<file path="config.mk">
export PLATFORM = sky130hd
export DESIGN_NAME = sram_axi_bridge
export DESIGN_NICKNAME = d
export VERILOG_FILES = /design/src/rtl/sram_axi_bridge.sv
export SDC_FILE = /design/constraint.sdc
export NUM_CORES = 1
export LEC_CHECK = 0
export ABC_AREA = 1
export CORE_AREA = 2 2 160 162
export CTS_CLUSTER_DIAMETER = 60
export DETAILED_ROUTE_END_ITERATION = 7
export DIE_AREA = 0 0 162 164
export GPL_TIMING_DRIVEN = 0
export MAX_ROUTING_LAYER = met4
export PLACE_DENSITY = 0.84
export SLEW_MARGIN = 40
export SYNTH_ARGS = -nofsm -noshare
export SYNTH_HDL_FRONTEND = slang
export SYNTH_SLANG_ARGS = --single-unit
</file>
<file path="constraint.sdc">
create_clock -name clk -period 3.9 [get_ports clk]
set_input_delay 0.78 -clock clk [delete_from_list [all_inputs] [get_ports clk]]
set_output_delay 0.78 -clock clk [all_outputs]
set_load 0.005 [all_outputs]
</file>
<file path="src/rtl/sram_axi_bridge.sv">
// sram_axi_bridge: NPORTS SRAM-like request ports onto one AXI3 master.
// One outstanding transaction per port; the AXI ID is the port index, so
// out-of-order R/B responses route straight back to their owning port.
module sram_axi_bridge #(
  parameter int unsigned NPORTS   = 2,
  parameter int unsigned ID_WIDTH = 4
) (
  input  logic                   clk,
  input  logic                   rst,
  // SRAM-like ports, port i owns slice i of each flattened bus
  input  logic [NPORTS-1:0]      port_req,
  input  logic [NPORTS-1:0]      port_wr,
  input  logic [2*NPORTS-1:0]    port_size,
  input  logic [32*NPORTS-1:0]   port_addr,
  input  logic [32*NPORTS-1:0]   port_wdata,
  input  logic [NPORTS-1:0]      port_uncached,
  output logic [NPORTS-1:0]      port_addr_ok,
  output logic [NPORTS-1:0]      port_data_ok,
  output logic [32*NPORTS-1:0]   port_rdata,
  // AXI3 read address
  output logic [ID_WIDTH-1:0]    arid,
  output logic [31:0]            araddr,
  output logic [3:0]             arlen,
  output logic [2:0]             arsize,
  output logic [1:0]             arburst,
  output logic [1:0]             arlock,
  output logic [3:0]             arcache,
  output logic [2:0]             arprot,
  output logic                   arvalid,
  input  logic                   arready,
  // AXI3 read data
  input  logic [ID_WIDTH-1:0]    rid,
  input  logic [31:0]            rdata,
  input  logic [1:0]             rresp,
  input  logic                   rlast,
  input  logic                   rvalid,
  output logic                   rready,
  // AXI3 write address
  output logic [ID_WIDTH-1:0]    awid,
  output logic [31:0]            awaddr,
  output logic [3:0]             awlen,
  output logic [2:0]             awsize,
  output logic [1:0]             awburst,
  output logic [1:0]             awlock,
  output logic [3:0]             awcache,
  output logic [2:0]             awprot,
  output logic                   awvalid,
  input  logic                   awready,
  // AXI3 write data
  output logic [ID_WIDTH-1:0]    wid,
  output logic [31:0]            wdata,
  output logic [3:0]             wstrb,
  output logic                   wlast,
  output logic                   wvalid,
  input  logic                   wready,
  // AXI3 write response
  input  logic [ID_WIDTH-1:0]    bid,
  input  logic [1:0]             bresp,
  input  logic                   bvalid,
  output logic                   bready
);

  localparam int unsigned PW = (NPORTS > 1) ? $clog2(NPORTS) : 1;

  typedef enum logic [2:0] {
    S_IDLE    = 3'd0,
    S_RD_ADDR = 3'd1,
    S_RD_RESP = 3'd2,
    S_WR_ADDR = 3'd3,
    S_WR_RESP = 3'd4
  } state_t;

  state_t        state_q   [NPORTS];
  state_t        state_d   [NPORTS];
  logic [1:0]    size_q    [NPORTS];
  logic [31:0]   addr_q    [NPORTS];
  logic [31:0]   wdata_q   [NPORTS];
  logic [NPORTS-1:0] uncached_q;

  logic [NPORTS-1:0] ar_cand, aw_cand, r_hit, b_hit;
  logic          ar_found, aw_found;
  logic [PW-1:0] ar_pick, aw_pick, ar_gnt, aw_gnt;
  logic [PW-1:0] ar_ptr_q, aw_ptr_q, ar_lock_gnt_q, aw_lock_gnt_q;
  logic          ar_lock_q, aw_lock_q, aw_done_q, w_done_q;
  logic          ar_hs, aw_hs, w_hs, aw_complete;

  // Response status and single-beat framing carry no information here.
  logic unused_resp;
  assign unused_resp = ^{rresp, bresp, rlast};

  // Round-robin search starting at ptr; returns {found, index}.
  function automatic logic [PW:0] rr_pick(input logic [NPORTS-1:0] cand,
                                          input logic [PW-1:0] ptr);
    logic          found;
    logic [PW-1:0] sel;
    int unsigned   idx;
    found = 1'b0;
    sel   = '0;
    for (int unsigned k = 0; k < NPORTS; k++) begin
      idx = 32'(ptr) + k;
      if (idx >= NPORTS) idx = idx - NPORTS;
      if (!found && cand[PW'(idx)]) begin
        found = 1'b1;
        sel   = PW'(idx);
      end
    end
    return {found, sel};
  endfunction

  function automatic logic [PW-1:0] next_ptr(input logic [PW-1:0] g);
    return ((32'(g) + 32'd1) >= NPORTS) ? '0 : g + PW'(1);
  endfunction

  function automatic logic [2:0] ax_size(input logic [1:0] s);
    return (s == 2'd3) ? 3'b010 : {1'b0, s};
  endfunction

  // Fixed AXI fields: single-beat INCR, normal access, always ready for responses.
  assign arlen   = 4'd0;
  assign arburst = 2'b01;
  assign arlock  = 2'b00;
  assign arprot  = 3'b000;
  assign awlen   = 4'd0;
  assign awburst = 2'b01;
  assign awlock  = 2'b00;
  assign awprot  = 3'b000;
  assign wlast   = 1'b1;
  assign rready  = 1'b1;
  assign bready  = 1'b1;

  // Request acceptance, arbitration candidates and response matching.
  always_comb begin
    port_addr_ok = '0;
    ar_cand      = '0;
    aw_cand      = '0;
    r_hit        = '0;
    b_hit        = '0;
    for (int i = 0; i < NPORTS; i++) begin
      port_addr_ok[i] = port_req[i] && (state_q[i] == S_IDLE);
      ar_cand[i]      = (state_q[i] == S_RD_ADDR);
      aw_cand[i]      = (state_q[i] == S_WR_ADDR);
      r_hit[i]        = rvalid && (rid == ID_WIDTH'(i)) && (state_q[i] == S_RD_RESP);
      b_hit[i]        = bvalid && (bid == ID_WIDTH'(i)) && (state_q[i] == S_WR_RESP);
    end
  end

  // AR channel: grant locked while arvalid waits so the payload stays stable.
  always_comb begin
    {ar_found, ar_pick} = rr_pick(ar_cand, ar_ptr_q);
    ar_gnt  = ar_lock_q ? ar_lock_gnt_q : ar_pick;
    arvalid = ar_lock_q | ar_found;
    ar_hs   = arvalid & arready;
    arid    = ID_WIDTH'(ar_gnt);
    araddr  = addr_q[ar_gnt];
    arsize  = ax_size(size_q[ar_gnt]);
    arcache = uncached_q[ar_gnt] ? 4'b0000 : 4'b1111;
  end

  // AW/W channels: raised together, each drops after its own handshake.
  always_comb begin
    {aw_found, aw_pick} = rr_pick(aw_cand, aw_ptr_q);
    aw_gnt      = aw_lock_q ? aw_lock_gnt_q : aw_pick;
    awvalid     = aw_lock_q ? !aw_done_q : aw_found;
    wvalid      = aw_lock_q ? !w_done_q  : aw_found;
    aw_hs       = awvalid & awready;
    w_hs        = wvalid & wready;
    aw_complete = (aw_done_q | aw_hs) & (w_done_q | w_hs);
    awid        = ID_WIDTH'(aw_gnt);
    wid         = ID_WIDTH'(aw_gnt);
    awaddr      = addr_q[aw_gnt];
    awsize      = ax_size(size_q[aw_gnt]);
    awcache     = uncached_q[aw_gnt] ? 4'b0000 : 4'b1111;
    wdata       = wdata_q[aw_gnt];
    case (size_q[aw_gnt])
      2'd0:    wstrb = 4'b0001 << addr_q[aw_gnt][1:0];
      2'd1:    wstrb = 4'b0011 << addr_q[aw_gnt][1:0];
      default: wstrb = 4'b1111;
    endcase
  end

  // Per-port next state.
  always_comb begin
    for (int i = 0; i < NPORTS; i++) begin
      state_d[i] = state_q[i];
      case (state_q[i])
        S_IDLE:    if (port_req[i]) state_d[i] = port_wr[i] ? S_WR_ADDR : S_RD_ADDR;
        S_RD_ADDR: if (ar_hs && (ar_gnt == PW'(i))) state_d[i] = S_RD_RESP;
        S_RD_RESP: if (r_hit[i]) state_d[i] = S_IDLE;
        S_WR_ADDR: if (aw_complete && (aw_gnt == PW'(i))) state_d[i] = S_WR_RESP;
        S_WR_RESP: if (b_hit[i]) state_d[i] = S_IDLE;
        default:   state_d[i] = S_IDLE;
      endcase
    end
  end

  // Per-port state, request capture and completion outputs.
  always_ff @(posedge clk) begin
    if (rst) begin
      for (int i = 0; i < NPORTS; i++) begin
        state_q[i] <= S_IDLE;
        size_q[i]  <= '0;
        addr_q[i]  <= '0;
        wdata_q[i] <= '0;
      end
      uncached_q   <= '0;
      port_data_ok <= '0;
      port_rdata   <= '0;
    end else begin
      for (int i = 0; i < NPORTS; i++) begin
        state_q[i]      <= state_d[i];
        port_data_ok[i] <= r_hit[i] | b_hit[i];
        if (port_addr_ok[i]) begin
          size_q[i]     <= port_size[2*i +: 2];
          addr_q[i]     <= port_addr[32*i +: 32];
          wdata_q[i]    <= port_wdata[32*i +: 32];
          uncached_q[i] <= port_uncached[i];
        end
        if (r_hit[i]) port_rdata[32*i +: 32] <= rdata;
      end
    end
  end

  // Arbiter pointers, grant locks and AW/W handshake tracking.
  always_ff @(posedge clk) begin
    if (rst) begin
      ar_ptr_q      <= '0;
      ar_lock_q     <= 1'b0;
      ar_lock_gnt_q <= '0;
      aw_ptr_q      <= '0;
      aw_lock_q     <= 1'b0;
      aw_lock_gnt_q <= '0;
      aw_done_q     <= 1'b0;
      w_done_q      <= 1'b0;
    end else begin
      if (arvalid) begin
        if (arready) begin
          ar_lock_q <= 1'b0;
          ar_ptr_q  <= next_ptr(ar_gnt);
        end else begin
          ar_lock_q     <= 1'b1;
          ar_lock_gnt_q <= ar_gnt;
        end
      end
      if (aw_complete) begin
        aw_lock_q <= 1'b0;
        aw_done_q <= 1'b0;
        w_done_q  <= 1'b0;
        aw_ptr_q  <= next_ptr(aw_gnt);
      end else if (awvalid || wvalid) begin
        aw_lock_q     <= 1'b1;
        aw_lock_gnt_q <= aw_gnt;
        aw_done_q     <= aw_done_q | aw_hs;
        w_done_q      <= w_done_q | w_hs;
      end
    end
  end

endmodule

</file>
# Word level (Yosys, flattened, before mapping)
# Memories as Yosys holds them, arrays and structs flattened.
# Index checks and enable logic that the tools add are counted.
dict set report totals {
  word_cells 172
  output_inout_bits 222
  mem_count 4
  ramBits 138
  register_bits 76
}
# memory words width read_ports rd_clocked_by_memory_dff write_ports line
set mem_list {}
lappend mem_list {addr_q 2 32 2 0 2 76} ;# logic [31:0] addr_q [NPORTS];
lappend mem_list {wdata_q 2 32 1 0 2 77} ;# logic [31:0] wdata_q [NPORTS];
lappend mem_list {state_q 2 3 2 0 2 73} ;# state_t state_q [NPORTS];
lappend mem_list {size_q 2 2 2 0 2 75} ;# logic [1:0] size_q [NPORTS];
dict set report op_classes {
  order_cmp 12
  n_reduce_logical 30
  shifts 2
  n_eq_ne 13
  mux 67
  n_addsub 10
  bitwise_logic 21
}
# cell count
set op_table {}
lappend op_table {{$mux 32} 4}
lappend op_table {{$mux 1} 40}
lappend op_table {{$mux 3} 12}
lappend op_table {{$pmux 3 s5} 2}
lappend op_table {{$logic_and 1x1->1} 16}
lappend op_table {{$or 1x1->1} 13}
lappend op_table {{$eq 3x2->1 const B} 4}
lappend op_table {{$lt 1x2->1 const B} 6}
lappend op_table {{$mux 2} 6}
lappend op_table {{$add 1x1->2 const B} 4}
lappend op_table {{$eq 4x1->1 const B} 2}
lappend op_table {{$ge 2x2->1 const B} 4}
lappend op_table {{$logic_not 4->1} 2}
lappend op_table {{$mux 4} 2}
lappend op_table {{$pmux 4 s2} 1}
lappend op_table {{$eq 3x1->1 const B} 2}
lappend op_table {{$eq 3x3->1 const B} 2}
lappend op_table {{$logic_not 3->1} 2}
lappend op_table {{$reduce_and 2->1} 3}
lappend op_table {{$and 1x1->1} 4}
lappend op_table {{$eq 2x2->1 const B} 2}
lappend op_table {{$ge 1x2->1 const B} 2}
lappend op_table {{$logic_not 1->1} 4}
lappend op_table {{$not 1->1} 4}
lappend op_table {{other kinds (8)} 12}

# Depth between registers and ports, before layout
# Gate-level depths: netlist of run 1.
dict set report logic_depth {
  word_depth 16
  depth_mapped 12
}

# Least setup slack after synthesis of run 1
# Ideal clock, no wire load.
dict set report synth_timing {
  kind {input to register}
  startpoint {in rst}
  endpoint {mem addr_q[1][0], enable pin}
  setup_ps 702
  slack_ps 641
  n_path_buf 2
  stages 4
  required_ps 3198
  arrival_ps 2557
  path_cell_list {inv_1 > clkbuf_1 > clkbuf_1 > nand2_1}
}
# element line
set synth_lines {}
lappend synth_lines {{start, declared} 9} ;# input logic rst,
lappend synth_lines {{end, declared} 76}

==> metrics.md, run 1 <==
| Metric | Value |
|---|---|
| Status | completed |
| Design Power | a little over 9 mW |
| Leak Pwr | between 6 and 7 nW |
| Final Net Count | roughly 1800 |
| CP max FO | 10 |
| Setup TNS | 0 ns |
| First-pass GRT wire length | 48350 um |
| RD Place Congestion | 0.8733 |
| Ports | roughly 400 |
| Slowest Stage Delay on Critical Path | 0.49 ns |
| Setup violations, final | 0 |
| List of most frequent post-synthesis cells | nor2_1, nand2_1, inv_1, o21ai_0, edfxtp_1 |
| Initial cell density of the core | between 30 and 40% |
| Most used flip-flop cell after synthesis | edfxtp_1 |
| R2R Path End | size_q[0][1] |
| Fin. Hold Viols | 0 |
| Seq cells post-synth | around 210 |
| WHS | approximately 0.47 ns |
| Synthesized area per cell | about 8.2 um2 |
| Post-Syn Instances | around 1200 |
| Slew @ Worst Pin | between 0.5 and 0.6 ns |
| Core area | ~25000 um2 |
| Count leader, synth | nor2_1 |
| TritonCTS clock tree | done |
| Antenna diodes | 0 |
| Largest cells by area after synthesis | edfxtp_1, dfxtp_1, nor2_1, nand2_1, inv_1 |
| Area of the mapped netlist | approximately 9900 um2 |
| RSZ-0062 raised after global routing | no |
| Fin util | between 60% and 70% |
| I/O Buffers | 370 |
| Vias in the first global route | ~9200 |
| GRT Util Overall | between 20% and 30% |
| Worst reg-to-reg path cell count | 8 |
| Power density over the cells | around 610 nW/um2 |
| FP Rows | 58 |
| Syn. warnings | 0 |
| Largest net degree at the start of global routing | 43 |
| Clock latency on the worst-skew pair | around 0.52 ns |
| Pins Over Slew Limit | 0 |
| Post-synth ARST share | 0% |
| Slowest CP cell | clkdlybuf4s50_1 |
| Leading area contributor after synthesis | edfxtp_1 |
| Clock transition at path regs | around 0.060 ns |
| Die area | 26570 um2 |
| Worst path bufs/invs | 5 |
| Max cap viols | 0 |
| Placed insts | 1941 |
| Total Wirelength | between 30000 and 40000 um |
| Die H | ~160 um |
| WP data arrival | between 2 and 3 ns |
| DRC | 0 |
| Final worst path period need | 3.703 ns |
| Post-route insts no fill | 1985 |
| VDD IR max | around 0.00046 V |
| Max clock buf depth | 3 |
| HPWL after DPL | 24780 um |
| Tcrit/Tclk final | a little over nine tenths |
| Clk_skew | approximately 0.018 ns |
| Post-DR wirelength/cell | 16.25 um |
| RR Startpoint | state_q[0][0] |
| CP required | 3.12 ns |
| CP Launch Type | flop |
| Rel. slew slack | between 60% and 70% |
| CP Capture Type | output port |
| Worst R2R Setup Slack | around 1.8 ns |
| Via count | roughly 9300 |
| Fraction of layout cells with a size suffix above 1 | 8.701% |
| Synth-to-Final Area Change | 52.03% |
| DR vias/cell | 4.689 |
| Hold Crit Depth | 2 |
| GRT Residual Overflow | 0 |
| TritonRoute pass-1 iters | 5 |
| Post-synth top area share | approximately two fifths |
| Setup CP Type | flop to output port |
| Largest delay share family, worst path | buffers and inverters |
| Hold Crit Start | ar_lock_gnt_q |
| TritonCTS Buffers | 25 |
| Synth cell types | 30 |
| Width of the die | 162 um |
| HP Class | flop to flop |
| Antenna-violating nets left | 0 |
| Antenna violations before repair | 0 |
| Critical path cell sequence | inv_1, nand3_1, nand2_1, nand3_2, clkbuf_4, clkbuf_4, nand2_1, o21ai_1, buf_4, clkdlybuf4s50_1 |
| Detailed Route Iter0 Violations | 579 |
| Seq/Total Area, Yosys | a little under three fifths |
| Number of synthesized flops with an enable pin | about 130 |
| Sink Count | between 200 and 250 |
| H-tree levels | 1 |
| CTS root buf | clkbuf_16 |
| F_max | ~270 MHz |
| Hold Crit Endpoint | ar_lock_gnt_q |
==> where the power goes <==
group | leakage, nW | internal, mW | switching (mW) | total (mW)
Sequential | 2.07 | 2.99 | 0.189 | 3.17
Combinational | 4.25 | 1.77 | 1.95 | 3.71
Clock | 0.416 | 1.37 | 0.959 | 2.33
Total | 6.74 | 6.12 | 3.09 | 9.22
==> cells in the final DEF, fill, tap and decap left out, types with 28 or more instances in the layout <==
cell type,instances
clkbuf_1,28
buf_4,45
clkdlybuf4s50_1,370
o21ai_0,132
inv_1,205
edfxtp_1,132
dfxtp_1,82
nand2_1,206
nor2_1,277
conb_1,36
==> kinds of logic (layout without fill, tap and decap cells) <==
family	after synthesis	count (layout)	synth area share, %
flip-flops	214	214	56.75
other	2	36	0.07604
AO/OA/AOI/OAI	154	154	8.019
AND/OR/NAND/NOR	527	527	21.24
buffers and inverters	308	724	13.91
==> area by class of cell <==
| cell class | instances | area (um2) |
|---|---|---|
| sequential | 214 | 5605 |
| buffer | 101 | 601.8 |
| clock buffer | 32 | 714.4 |
| tap | 330 | 412.9 |
| inverter | 207 | 777.0 |
| fill | 2060 | 9803 |
| timing repair buffer | 372 | 3744 |
| multi-input combinational | 717 | 3057 |
| clock inverter | 12 | 103.9 |
==> repair_timing <==
| item | in CTS | in global routing |
|---|---|---|
| setup buffers | 0 | 0 |
| hold buffers | 0 | 0 |
| gates resized for setup | 1 | 5 |
| endpoints found under the setup margin | 4 | 7 |
==> state kept, by name (all words and copies together) (netlist names) <==
name,count
ar_ptr_q,1
ar_lock_q,1
state_q,6
addr_q,64
size_q,4
uncached_q,2
aw_ptr_q,1
wdata_q,64
ar_lock_gnt_q,1
aw_done_q,1
port_rdata,64
aw_lock_q,1
aw_lock_gnt_q,1
port_data_ok,2
w_done_q,1
==> worst max path at each step <==
| stage | from | to | slack, ns | cells after the start |
|---|---|---|---|---|
| floorplan | rst | addr_q[1][0] | 0.64 | 4 |
| finish | state_q[0][4] | arcache[1] | 0.20 | 10 |
| CTS | state_q[0][2] | arcache[1] | 0.06 | 9 |
| global route | state_q[0][4] | arcache[1] | 0.03 | 10 |
| detailed placement | rst | wdata_q[1][20] | 0.23 | 6 |
| global placement | rst | wdata_q[1][17] | -1.43 | 5 |
==> through the flow <==
stage / worst slack (ns) / area [um2]
floorplan: 0.6405 / 10000
global placement: -1.430 / 14120
detailed placement: 0.2256 / 14180
CTS: 0.05797 / 15000
global route: 0.03395 / 15020
finish: 0.1965 / 15020
==> layer usage <==
| metal | routed length (um) | vias up | GRT usage [%] |
|---|---|---|---|
| li1 | - | 4508 | - |
| met1 | 11640 | 4303 | 25.70 |
| met2 | 16800 | 438 | 44.39 |
| met3 | 2967 | 59 | 5.682 |
| met4 | 859 | 0 | 7.160 |
| met5 | 0 | - | - |
==> worst min-delay path, cell delays in order (launching register included) <==
cell	delay, ns
dfxtp_1	0.31
nand2_1	0.06
a21oi_1	0.05
(Power assumes the default switching activity.)
==> run 2, diff against run 1 <==
--- a/config.mk
+++ b/config.mk
@@ -6,13 +6,15 @@
 export NUM_CORES = 1
 export LEC_CHECK = 0
 export ABC_AREA = 1
-export CORE_AREA = 2 2 160 162
-export CTS_CLUSTER_DIAMETER = 60
+export CELL_PAD_IN_SITES_DETAIL_PLACEMENT = 1
+export CELL_PAD_IN_SITES_GLOBAL_PLACEMENT = 1
+export CORE_MARGIN = 2
+export CORE_UTILIZATION = 31
+export CTS_CLUSTER_DIAMETER = 100
 export DETAILED_ROUTE_END_ITERATION = 7
-export DIE_AREA = 0 0 162 164
 export GPL_TIMING_DRIVEN = 0
 export MAX_ROUTING_LAYER = met4
-export PLACE_DENSITY = 0.84
+export PLACE_DENSITY = 0.91
 export SLEW_MARGIN = 40
 export SYNTH_ARGS = -nofsm -noshare
 export SYNTH_HDL_FRONTEND = slang
==> metrics.md, run 2 (synthesis results as in run 1) <==
| Metric | Value |
|---|---|
| Leak Pwr | 6.709 nW (-0.48%) |
| VDD IR max | 0.0004733 V (+2.5%) |
| GRT Util Overall | 24.04% (-0.042 points) |
| Commonest non-fill, non-tap cell in the layout | clkdlybuf4s50_1 |
| Combinational power share | 41.3% (+1.0 points) |
| Most frequent cells in the layout | clkdlybuf4s50_1, nor2_1, nand2_1 |
| CP Launch Point | state_q[0][3] |
| WP data arrival | 2.92 ns (about the same) |
| WHS | 0.4702 ns (+0.004787 ns) |
| Setup violations, final | 0 (unchanged) |
| Clk_skew | 0.02060 ns (+0.002345 ns) |
| Clock power frac | 24.6% (-0.7 points) |
| Vias in the first global route | 10570 (+15%) |
| Core area | 31470 um2 (+27%) |
| CP Capture Type | output port |
| Initial cell density of the core | 31.38% (-8.4 points) |
| Fillers | 3721 (+81%) |
| TritonCTS Buffers | 25 (unchanged) |
| Internal power of the cells | 6.089 mW (-0.53%) |
| Max clock buf depth | 3 (unchanged) |
| TritonCTS clock tree | done |
| Final Net Count | 1828 (unchanged) |
| Design area | 15070 um2 (+0.36%) |
| Top cell by count, worst path | buf_6 |
| First-pass GRT wire length | 59280 um (+23%) |
| Setup Buffers After CTS | 0 (unchanged) |
| Post_cts resized | 2 (+1) |
| Regs by FF count | addr_q: 64 flops, port_rdata: 64 flops, wdata_q: 64 flops |
| HP Class | flop to flop |
| Largest delay share family, worst path | buffers and inverters |
| Hold buffer count at CTS | 0 (unchanged) |
| Fin. Hold Viols | 0 (unchanged) |
| Clock latency on the worst-skew pair | 0.54 ns (+0.02 ns) |
| Ports | 412 (unchanged) |
| Final worst path period need | 3.702 ns (-0.001772 ns) |
| Critical path cell sequence | nand3_1, nand2_1, nand3_4, buf_6, buf_6, clkbuf_4, o21ai_4, buf_4, clkdlybuf4s50_1 |
| Worst path bufs/invs | 5 (unchanged) |
| GRT Residual Overflow | 0 (unchanged) |
| DR vias/cell | 4.666 (-0.49%) |
| Antenna violations before repair | 3 (+3) |
| Pins Over Slew Limit | 0 (unchanged) |
| RSZ-0062 raised after global routing | no |
| I/O Buffers | 370 (unchanged) |
| Hold Crit Start | ar_lock_gnt_q |
| Power density over the cells | 621.1 nW/um2 (+1.2%) |
| Dpl cell area | 14270 um2 (+0.64%) |
| Via count | 9603 (+3.2%) |
| CP max FO | 10 (unchanged) |
| CP required | 3.12 ns (about the same) |
| Largest net degree at the start of global routing | 39 (-9.3%) |
| Width of the die | 182.5 um (+13%) |
| Slowest Stage Delay on Critical Path | 0.49 ns (about the same) |
| TritonRoute pass-1 iters | 5 (unchanged) |
| Die area | 33300 um2 (+25%) |
| FP Rows | 65 (+12%) |
| Antenna-violating nets left | 0 (unchanged) |
| RR Startpoint | state_q[0][2] |
| Setup TNS | 0 ns (unchanged) |
| Max cap viols | 0 (unchanged) |
| HPWL after DPL | 29330 um (+18%) |
| Seq pwr share | 34.1% (-0.3 points) |
| Tcrit/Tclk final | 94.92% (about the same) |
| Switching Share | 34.94% (+1.4 points) |
| Synth-to-Final Area Change | 52.57% |
| Slew @ Worst Pin | 0.7647 ns (+0.1712 ns) |
| RD Place Congestion | 0.8786 (+0.61%) |
| Post-DR wirelength/cell | 19.32 um (+19%) |
| Setup CP Type | flop to output port |
| Slowest CP cell | clkdlybuf4s50_1 |
| Clock transition at path regs | 0.06 ns (about the same) |
| CP Launch Type | flop |
| Sink Count | 214 (unchanged) |
| Die H | 182.5 um (+11%) |
| NetSw | 3.271 mW (+5.7%) |
| Status | completed |
| H-tree levels | 1 (unchanged) |
| Total Wirelength | 39770 um (+23%) |
| Fraction of layout cells with a size suffix above 1 | 8.227% (-0.47 points) |
| Rel. slew slack | 49.02% (-11 points) |
| Detailed Route Iter0 Violations | 369 (-36%) |
| F_max | 270.1 MHz (about the same) |
| DRC | 0 (unchanged) |
| CTS root buf | clkbuf_16 |
-- run 2: stage by stage --
step / setup WS, ns / util [%] / instances / power [mW]
finish: 0.1983 / 47.88 / 2058 / 9.360
global route: 0.05801 / 47.88 / 2058 / 9.864
CTS: 0.04754 / 47.80 / 2055 / 9.426
detailed placement: 0.1038 / 45.33 / 2013 / 7.038
global placement: -1.707 / 45.15 / 2011 / 6.858
floorplan: 0.6405 / - / 1239 / 4.781
-- run 2: per-layer routing --
| layer | share of wire (%) | GRT usage, % | vias to the layer above |
|---|---|---|---|
| met1 | 36 | 23.80 | 4589 |
| li1 | - | - | 4502 |
| met4 | 4.7 | 10.77 | 0 |
| met5 | 0 | - | - |
| met2 | 52 | 43.67 | 404 |
| met3 | 8.1 | 6.885 | 108 |
-- run 2: path summary, 6_finish.rpt --
check / end / slack, ns / cells after the start
worst min-delay path: ar_lock_gnt_q / 0.47 / 2
worst min register to register: ar_lock_gnt_q / 0.47 / 2
worst max register to register: addr_q[0][29] / 1.75 / 6
worst max-delay path: awcache[2] / 0.20 / 9
-- run 2: worst reg2reg max path: cells and delay by family, from the launching register on --
kind | cells | cell delay (ns)
buf+inv | 2 | 0.47
flops | 1 | 0.37
simple gates | 4 | 0.98
-- run 2: power by group through the flow --
stage	Combinational [mW]	Sequential, mW	Clock, mW
global placement	3.65	3.21	0
detailed placement	3.81	3.22	0
finish	3.87	3.19	2.30
CTS	3.90	3.19	2.33
floorplan	1.61	3.17	0
global route	4.21	3.24	2.42
-- run 2: area by class of cell --
type	instances	area, um2	share of cell area, %
diodes	3	7.507	0.04982
plain buffers	101	604.3	4.010
clock buffers	29	660.6	4.384
clock inverters	13	112.6	0.7473
inverters	207	777.0	5.156
multi-input cells	717	3055	20.28
flip-flops and latches	214	5605	37.20
well taps	402	503.0	3.338
repair buffers	372	3744	24.84
==> run 3, diff against run 2 <==
--- a/config.mk
+++ b/config.mk
@@ -8,6 +8,7 @@
 export ABC_AREA = 1
 export CELL_PAD_IN_SITES_DETAIL_PLACEMENT = 1
 export CELL_PAD_IN_SITES_GLOBAL_PLACEMENT = 1
+export CORE_ASPECT_RATIO = 0.5
 export CORE_MARGIN = 2
 export CORE_UTILIZATION = 31
 export CTS_CLUSTER_DIAMETER = 100
==> metrics.md, run 3 (synthesis results as in run 1) <==
| Metric | Value |
|---|---|
| DRC | 0 (unchanged) |
| Setup violations, final | 0 (unchanged) |
| Slowest Stage Delay on Critical Path | 0.63 ns (+0.14 ns) |
| Leak Pwr | 6.676 nW (-0.49%) |
| FP Rows | 46 (-29%) |
| Detailed Route Iter0 Violations | 539 (+46%) |
| Status | completed |
| Vias in the first global route | 10080 (-4.6%) |
| Clk_skew | 0.005857 ns (-0.01475 ns) |
| Width of the die | 256.4 um (+41%) |
| Setup Buffers After CTS | 0 (unchanged) |
| Critical path cell sequence | nand3_1, nand2_1, nand3_4, buf_6, clkbuf_1, o21ai_0, clkdlybuf4s50_1 |
| Setup CP Type | flop to output port |
| Placed insts | 2044 (+1.5%) |
| TritonCTS clock tree | done |
| Synth-to-Final Area Change | 52.47% (about the same) |
| F_max | 268.5 MHz (-0.61%) |
| Initial cell density of the core | 31.32% (-0.066 points) |
| Fin. Hold Viols | 0 (unchanged) |
| Rel. slew slack | 54.87% (+5.8 points) |
| Ports | 412 (unchanged) |
| Largest net degree at the start of global routing | 37 (-5.1%) |
| Core area | 31540 um2 (+0.21%) |
| CP max FO | 10 (unchanged) |
| WP data arrival | 2.94 ns (+0.02 ns) |
| Antenna-violating nets left | 0 (unchanged) |
| VDD IR max | 0.0002294 V (-52%) |
| Dpl cell area | 14320 um2 (+0.40%) |
| Final worst path period need | 3.724 ns (+0.02276 ns) |
| Tcrit/Tclk final | 95.50% (+0.58 points) |
| GRT Util Overall | 23.37% (-0.67 points) |
| Via count | 9560 (-0.45%) |
| HPWL after DPL | 30060 um (+2.5%) |
| Max cap viols | 0 (unchanged) |
| Total Wirelength | 39270 um (-1.3%) |
| Worst path bufs/invs | 3 (-2) |
| TritonCTS Buffers | 22 (-12%) |
| Commonest non-fill, non-tap cell in the layout | clkdlybuf4s50_1 |
| First-pass GRT wire length | 57720 um (-2.6%) |
| I/O Buffers | 370 (unchanged) |
| RSZ-0062 raised after global routing | no |
| Die H | 130.2 um (-29%) |
| Post-DR wirelength/cell | 18.77 um (-2.9%) |
| Final Net Count | 1826 (-0.11%) |
| Die area | 33390 um2 (+0.26%) |
| Clock transition at path regs | 0.06 ns (about the same) |
| Hold buffer count at CTS | 0 (unchanged) |
| Clock latency on the worst-skew pair | 0.52 ns (-0.02 ns) |
| Fraction of layout cells with a size suffix above 1 | 8.177% (-0.051 points) |
| Slowest CP cell | clkdlybuf4s50_1 |
| Largest delay share family, worst path | buffers and inverters |
| HP Class | flop to flop |
| RD Place Congestion | 0.8449 (-3.8%) |
| Pins Over Slew Limit | 0 (unchanged) |
| Design area | 15060 um2 (about the same) |
| Fin util | 47.75% (-0.13 points) |
| Design Power | 9.158 mW (-2.2%) |
| CP required | 3.12 ns (about the same) |
| Antenna violations before repair | 6 (+3) |
| Sink Count | 214 (unchanged) |
| Most frequent cells in the layout | clkdlybuf4s50_1, nor2_1, nand2_1 |
| Max clock buf depth | 3 (unchanged) |
| H-tree levels | 1 (unchanged) |
| Post-route insts no fill | 2092 (+1.7%) |
| DR vias/cell | 4.570 (-2.1%) |
| CTS root buf | clkbuf_16 |
| CP Launch Type | flop |
| Setup TNS | 0 ns (unchanged) |
| Power density over the cells | 608.2 nW/um2 (-2.1%) |
| CP Capture Type | output port |
| Slew @ Worst Pin | 0.6770 ns (-0.08770 ns) |
| TritonRoute pass-1 iters | 5 (unchanged) |
| GRT Residual Overflow | 0 (unchanged) |
| Regs by FF count | addr_q: 64 flops, port_rdata: 64 flops, wdata_q: 64 flops |
## run 3: path summary, 6_finish.rpt
path	depth (start not counted)	slack (ns)	end	from
min reg2reg	2	0.47	ar_ptr_q	ar_ptr_q
min	2	0.47	ar_ptr_q	ar_ptr_q
max	7	0.18	awaddr[9]	state_q[0][3]
max reg2reg	6	1.81	addr_q[1][18]	state_q[0][3]
## run 3: metal layers
metal,global-route usage (%),vias up,wire [um]
met4,11.05,0,1959
li1,-,4516,-
met2,43.47,253,20910
met1,24.99,4683,15010
met3,3.302,108,1388
met5,-,-,0
## run 3: repair_timing
action,CTS,global route
gates resized for setup,2,5
setup endpoints to repair,3,7
endpoints found under the hold margin,0,0
## run 3: through the flow
| stage | hold WS [ns] | worst slack [ns] |
|---|---|---|
| after floorplan | 0.4295 | 0.6405 |
| after global placement | 0.4446 | -1.711 |
| after detailed placement | 0.4606 | 0.1046 |
| after CTS | 0.4694 | 0.07872 |
| after global routing | 0.4911 | 0.05271 |
| final | 0.4668 | 0.1755 |
## run 3: layout make-up
cell class	instances	area, um2
inverters	207	777.0
clock inverters	6	56.30
plain buffers	101	603.1
repair buffers	373	3764
flip-flops and latches	214	5605
well taps	432	540.5
fillers	3803	16480
diodes	9	22.52
multi-input cells	717	3048
clock buffers	33	643.1
## run 3: tightest hold or removal path: stages, from the launching register on
cell and delay (ns):
dfxtp_1 0.31, nand2_1 0.06, a21oi_1 0.05
## run 3: power by group
| group | total [mW] | internal (mW) | switching, mW | leakage, nW |
|---|---|---|---|---|
| logic | 3.86 | 1.78 | 2.08 | 4.26 |
| clock network | 2.12 | 1.20 | 0.915 | 0.341 |
| registers | 3.18 | 2.98 | 0.193 | 2.07 |
| total | 9.16 | 5.97 | 3.19 | 6.68 |
